==> config.mk <==
export PLATFORM = sky130hd
export DESIGN_NAME = morse_keyer
export DESIGN_NICKNAME = d
export VERILOG_FILES = /design/src/rtl/morse_pkg.sv /design/src/rtl/morse_debounce.sv /design/src/rtl/morse_keyer.sv
export SDC_FILE = /design/constraint.sdc
export NUM_CORES = 1
export LEC_CHECK = 0
export CAP_MARGIN = 5
export CORE_MARGIN = 1
export CORE_UTILIZATION = 54
export DETAILED_ROUTE_END_ITERATION = 16
export PLACE_DENSITY = 0.72
export SLEW_MARGIN = 0
export SYNTH_ARGS = -nofsm -noshare
export SYNTH_HDL_FRONTEND = slang
export SYNTH_HIERARCHICAL = 1
export SYNTH_SLANG_ARGS = --single-unit
==> constraint.sdc <==
create_clock -name clk -period 2.4 [get_ports clk]
set_clock_uncertainty 0.1 [all_clocks]
set_input_delay 0.48 -clock clk [delete_from_list [all_inputs] [get_ports clk]]
set_output_delay 0.48 -clock clk [all_outputs]
set_load 0.005 [all_outputs]
==> src/rtl/morse_pkg.sv <==
// Shared types and constants for the Morse key input stage: FSM states,
// symbol encoding, digit patterns and the pattern-to-digit decoder.
package morse_pkg;

  typedef enum logic [1:0] {
    IDLE,
    PRESS,
    GAP,
    DECODE
  } state_t;

  localparam logic SYM_DOT  = 1'b0;
  localparam logic SYM_DASH = 1'b1;

  // Five-symbol digit patterns, first symbol in the MSB, dash = 1.
  localparam logic [4:0] PAT_0 = 5'b11111;
  localparam logic [4:0] PAT_1 = 5'b01111;
  localparam logic [4:0] PAT_2 = 5'b00111;
  localparam logic [4:0] PAT_3 = 5'b00011;
  localparam logic [4:0] PAT_4 = 5'b00001;
  localparam logic [4:0] PAT_5 = 5'b00000;
  localparam logic [4:0] PAT_6 = 5'b10000;
  localparam logic [4:0] PAT_7 = 5'b11000;
  localparam logic [4:0] PAT_8 = 5'b11100;
  localparam logic [4:0] PAT_9 = 5'b11110;

  typedef struct packed {
    logic       valid;
    logic [3:0] digit;
  } decode_t;

  // Map a complete five-symbol pattern to its BCD digit.
  function automatic decode_t pattern_to_digit(input logic [4:0] pat);
    decode_t res;
    res.valid = 1'b1;
    res.digit = 4'd0;
    case (pat)
      PAT_0:   res.digit = 4'd0;
      PAT_1:   res.digit = 4'd1;
      PAT_2:   res.digit = 4'd2;
      PAT_3:   res.digit = 4'd3;
      PAT_4:   res.digit = 4'd4;
      PAT_5:   res.digit = 4'd5;
      PAT_6:   res.digit = 4'd6;
      PAT_7:   res.digit = 4'd7;
      PAT_8:   res.digit = 4'd8;
      PAT_9:   res.digit = 4'd9;
      default: res.valid = 1'b0;
    endcase
    return res;
  endfunction

endpackage

==> src/rtl/morse_debounce.sv <==
// Two-flop synchroniser followed by a stable-count debouncer. The output
// level follows the synchronised key only after it has held a new value
// for DEBOUNCE_CYC consecutive cycles.
module morse_debounce #(
  parameter int DEBOUNCE_CYC = 16
) (
  input  logic clk,
  input  logic reset,
  input  logic key,
  output logic kd
);

  localparam int DW = $clog2(DEBOUNCE_CYC + 1);
  localparam logic [DW-1:0] STABLE_LAST = DW'(DEBOUNCE_CYC - 1);

  logic          sync_1;
  logic          sync_2;
  logic [DW-1:0] stable_cnt;

  // Synchronise the asynchronous key into the clk domain.
  // NOTE: sequential state uses non-blocking assignments so every flop
  // samples the pre-edge value of its neighbours, as real flops do.
  always_ff @(posedge clk or negedge reset) begin
    if (!reset) begin
      sync_1 <= 1'b0;
      sync_2 <= 1'b0;
    end else begin
      sync_1 <= key;
      sync_2 <= sync_1;
    end
  end

  // Accept a level change once the new value has been stable long enough.
  always_ff @(posedge clk or negedge reset) begin
    if (!reset) begin
      stable_cnt <= '0;
      kd         <= 1'b0;
    end else if (sync_2 == kd) begin
      stable_cnt <= '0;
    end else if (stable_cnt == STABLE_LAST) begin
      stable_cnt <= '0;
      kd         <= sync_2;
    end else begin
      stable_cnt <= stable_cnt + 1'b1;
    end
  end

endmodule

==> src/rtl/morse_keyer.sv <==
// Morse key to BCD operand front end. Classifies debounced presses as
// dot/dash, collects five-symbol characters and loads decoded digits
// alternately into operand a and operand b.
module morse_keyer
  import morse_pkg::*;
#(
  parameter int DEBOUNCE_CYC = 16,
  parameter int DASH_CYC     = 64,
  parameter int GAP_CYC      = 128,
  parameter int CNT_W        = 8
) (
  input  logic       clk,
  input  logic       reset,
  input  logic       key,
  output logic [3:0] a,
  output logic [3:0] b,
  output logic       digit_valid,
  output logic       pair_valid,
  output logic       err,
  output logic       sel_b
);

  // The first high cycle of a press is spent leaving IDLE/GAP, so a press
  // of N debounced cycles leaves N-1 in the counter at release.
  localparam logic [CNT_W-1:0] DASH_LAST = CNT_W'(DASH_CYC - 1);
  localparam logic [CNT_W-1:0] GAP_LAST  = CNT_W'(GAP_CYC);

  logic             kd;
  state_t           state;
  state_t           state_next;
  logic [CNT_W-1:0] cnt;
  logic [4:0]       shift_reg;
  logic [2:0]       nsym;
  logic             overflow;

  logic             cnt_clr;
  logic             cnt_inc;
  logic             sym_push;
  logic             do_decode;
  logic             sym;
  decode_t          dec;

  morse_debounce #(
    .DEBOUNCE_CYC (DEBOUNCE_CYC)
  ) u_debounce (
    .clk   (clk),
    .reset (reset),
    .key   (key),
    .kd    (kd)
  );

  assign sym = (cnt >= DASH_LAST) ? SYM_DASH : SYM_DOT;
  assign dec = pattern_to_digit(shift_reg);

  // FSM state register.
  always_ff @(posedge clk or negedge reset) begin
    if (!reset) state <= IDLE;
    else        state <= state_next;
  end

  // Next-state and datapath strobes; gap expiry wins over a new press.
  // NOTE: every always_comb output gets a default first so no path can
  // leave it unassigned and infer a latch.
  always_comb begin
    state_next = state;
    cnt_clr    = 1'b0;
    cnt_inc    = 1'b0;
    sym_push   = 1'b0;
    do_decode  = 1'b0;
    case (state)
      IDLE: begin
        if (kd) begin
          state_next = PRESS;
          cnt_clr    = 1'b1;
        end
      end
      PRESS: begin
        if (!kd) begin
          sym_push   = 1'b1;
          state_next = GAP;
          cnt_clr    = 1'b1;
        end else begin
          cnt_inc = 1'b1;
        end
      end
      GAP: begin
        if (cnt >= GAP_LAST) begin
          state_next = DECODE;
          do_decode  = 1'b1;
        end else if (kd) begin
          state_next = PRESS;
          cnt_clr    = 1'b1;
        end else begin
          cnt_inc = 1'b1;
        end
      end
      DECODE: state_next = IDLE;
      default: state_next = IDLE;
    endcase
  end

  // Saturating press/gap counter.
  always_ff @(posedge clk or negedge reset) begin
    if (!reset) begin
      cnt <= '0;
    end else if (cnt_clr) begin
      cnt <= '0;
    end else if (cnt_inc && (cnt != '1)) begin
      cnt <= cnt + 1'b1;
    end
  end

  // Symbol collection; a sixth symbol only marks the character as bad.
  always_ff @(posedge clk or negedge reset) begin
    if (!reset) begin
      shift_reg <= '0;
      nsym      <= '0;
      overflow  <= 1'b0;
    end else if (do_decode) begin
      shift_reg <= '0;
      nsym      <= '0;
      overflow  <= 1'b0;
    end else if (sym_push) begin
      if (nsym == 3'd5) begin
        overflow <= 1'b1;
      end else begin
        shift_reg <= {shift_reg[3:0], sym};
        nsym      <= nsym + 3'd1;
      end
    end
  end

  // Operand registers and registered one-cycle result pulses.
  always_ff @(posedge clk or negedge reset) begin
    if (!reset) begin
      a           <= 4'd0;
      b           <= 4'd0;
      sel_b       <= 1'b0;
      digit_valid <= 1'b0;
      pair_valid  <= 1'b0;
      err         <= 1'b0;
    end else begin
      digit_valid <= 1'b0;
      pair_valid  <= 1'b0;
      err         <= 1'b0;
      if (do_decode) begin
        if (dec.valid && (nsym == 3'd5) && !overflow) begin
          digit_valid <= 1'b1;
          sel_b       <= ~sel_b;
          if (sel_b) begin
            b          <= dec.digit;
            pair_valid <= 1'b1;
          end else begin
            a <= dec.digit;
          end
        end else begin
          err <= 1'b1;
        end
      end
    end
  end

endmodule

==> results by group <==
Outcome
  – Status: finished clean

Route
  – TritonRoute pass-1 iters: 4
  – Via/cell ratio: 5.58
  – WL/cell: 13.9 um
  – DR iter-0 viols: 135
  – DRT Wirelength: 3520 um
  – # DRC: 0
  – Antenna Nets Post-Route: 0
  – Via Count: 1417

CTS
  – CTS-repair resized insts: 0
  – CTS Hold Bufs: 0
  – Clock Pin Slew Worst Setup and Hold Paths: 110 ps
  – CTS buffer count: 5
  – Clock sinks: 39
  – CTS Root Cell: clkbuf_4
  – H-tree levels: 2
  – Clk buf depth: 2
  – CTS tree: done
  – # Post-CTS Setup Buffers: 0
  – Worst-skew pair later-pin latency: 340 ps

Yosys
  – Yosys cell types: 43
  – EDFF count, synth: 0
  – Share of the synthesized area in the top cell type: 49.8%
  – Flops & latches, synth: 39
  – Main area contributors after synthesis: dfrtp_1 50%, ha_1 6.4%, mux2_1 4.6%, nand2_1 3.6%, nor2_1 3.4%
  – Syn nets: 202
  – Seq/Total Area, Yosys: 49.8%
  – Cells after synthesis: 189
  – Leading area contributor after synthesis: dfrtp_1
  – Top FF cell, synth: dfrtp_1
  – Cell Area, Synth: 0.00196 mm2
  – Synth Warn #: 6
  – FFs w/ async S/R, synth: 100%
  – Syn Area/Cell: 10.4 um2

Power and ir drop
  – PD cells: 521 mW/mm2
  – LEAKAGE: 1.01 nW
  – Worst VDD drop: 0.000483 V

Floorplanning
  – Die Outline Area: 0.00388 mm2
  – Core ar.: 0.00342 mm2
  – Initial Util: 57.4%
  – Placement row count: 21
  – Die Height: 62.3 um
  – Num ports: 15
  – Die Width: 62.3 um

Setup path
  – Worst path arrival time: 2390 ps
  – CP Launch Type: register
  – Reg-to-Reg End: a[0]
  – WS Path Type: register to register
  – Worst setup path start: shift_reg[3]
  – R2R Path Start: shift_reg[3]
  – Crit path required time: 2530 ps
  – Crit end category: register
  – Crit Path Max Fanout: 8
  – Critical path's slowest cell: dfrtp_1
  – FF-to-FF setup slack: 130 ps
  – Worst-path cell chain: nor2b_1 > a211o_1 > a2111oi_4 > nor3b_4 > mux2_1
  – Crit path capture: a[0]
  – Slowest stage delay, CP: 490 ps
  – Worst reg2reg path depth: 5

Placement
  – PortBufs: 14
  – Placed Cells: 246
  – Final Wtd Congestion: 0.886
  – HPWL Detailed: 2580 um
  – Dpl ws: 124 ps

STA
  – Highest clock rate: 441 MHz
  – Max_slew headroom: 44.0%
  – Fin Setup TNS: 0 ps
  – Fin. Hold Viols: 0
  – Setup violations, final: 0
  – RSZ-0062 raised after global routing: no
  – Final period utilization: 94.5%
  – Worst-margin pin slew: 819 ps
  – Final min period: 2270 ps
  – Hold Worst Slack: 128 ps
  – Setup ws final: 133 ps
  – Final slew viol count: 0

GRT
  – GRT Resource Usage Total: 21.5%
  – Gr ovfl total: 0
  – First-pass GRT wire length: 6570 um
  – Initial antenna violation count: 0
  – Number of global-route vias before repair: 1402
  – Largest net degree at the start of global routing: 40

Layout
  – # fillers: 276
  – Antenna cells: 0
  – Commonest non-fill, non-tap cell in the layout: dfrtp_1
  – Final nets: 220
  – Max reg flops: 8
  – Layout cells sized above 1: 9.62%
  – Final non-filler cell total: 254
  – Commonest non-fill, non-tap cells in the layout: 39 x dfrtp_1, 19 x nand2_1, 18 x nor2_1
  – Area Growth Syn to Fin: 13.3%

Worst hold path
  – Worst hold path class: primary input to asynchronous set/reset pin

Run
  – Max Cap Violations: 0
## synthesized netlist by cell type, drive strengths merged (2+ instances only)
| cell type | count |
|---|---|
| a2111oi | 2 |
| ha | 10 |
| nand3 | 7 |
| a31oi | 4 |
| nor2b | 4 |
| a21oi | 11 |
| nor2 | 20 |
| and2 | 4 |
| nand2b | 6 |
| o21ai | 5 |
| nor3 | 4 |
| dfrtp | 39 |
| inv | 10 |
| xor2 | 6 |
| buf | 2 |
| nor4 | 3 |
| a211oi | 2 |
| mux2 | 9 |
| nor3b | 2 |
| clkbuf | 3 |
| nand2 | 19 |
| xnor2 | 4 |
## how the worst min path moves through the flow
stage | to | slack, ps | cells past startpoint
after floorplan | a[0] | 80 | 0
after global routing | cnt[5] | 190 | 1
after CTS | cnt[3] | 150 | 1
after detailed placement | u_debounce/sync_2 | 240 | 0
final | cnt[2] | 130 | 1
after global placement | u_debounce/sync_2 | 250 | 0
## critical path, delay by kind of cell, from the launching register on
family / cells / cell delay (ps)
muxes: 1 / 350
DFF: 1 / 490
AOI/OAI and AO/OA: 2 / 690
and+or+nand+nor: 2 / 530
## kinds of logic (layout without fill, tap and decap cells)
| group | after synthesis | count (layout) | share of synthesized area (%) |
|---|---|---|---|
| AO/OA/AOI/OAI | 34 | 34 | 12.5 |
| adder cells (fa/ha/maj) | 10 | 10 | 6.38 |
| buffers and inverters | 15 | 34 | 2.94 |
| AND/OR/NAND/NOR | 71 | 71 | 18.3 |
| XOR/XNOR | 10 | 10 | 4.47 |
| flip-flops | 39 | 39 | 49.8 |
| multiplexers | 10 | 10 | 5.68 |
## report_power, final
| group | switching (W) | internal (W) |
|---|---|---|
| Clock | 0.000211 | 0.000171 |
| Combinational | 0.0000491 | 0.0000303 |
| Sequential | 0.0000202 | 0.000674 |
| Total | 0.000280 | 0.000876 |
## per-layer routing
metal	vias up	GRT usage, %	routed length (um)
met4	0	7.56	60
li1	685	-	-
met2	29	35.0	1770
met5	-	0	0
met1	695	28.3	1560
met3	8	4.60	121
## cell type report
| class | count | area [um2] | area share, % |
|---|---|---|---|
| clock buffer | 7 | 65.1 | 2.93 |
| clock inverter | 1 | 7.51 | 0.338 |
| multi-input combinational | 135 | 927 | 41.7 |
| timing repair buffer | 16 | 150 | 6.76 |
| tap | 46 | 57.6 | 2.59 |
| inverter | 10 | 37.5 | 1.69 |
| sequential | 39 | 976 | 43.9 |
## through the flow
step | instance area (um2) | util [%] | power, W
floorplan | 1960 | - | 0.000755
CTS | 2220 | 65.0 | 0.00117
global route | 2220 | 65.0 | 0.00121
finish | 2220 | 65.0 | 0.00116
global placement | 2150 | 62.9 | 0.000781
detailed placement | 2150 | 62.9 | 0.000789
Power figures use the tool's default switching activity.
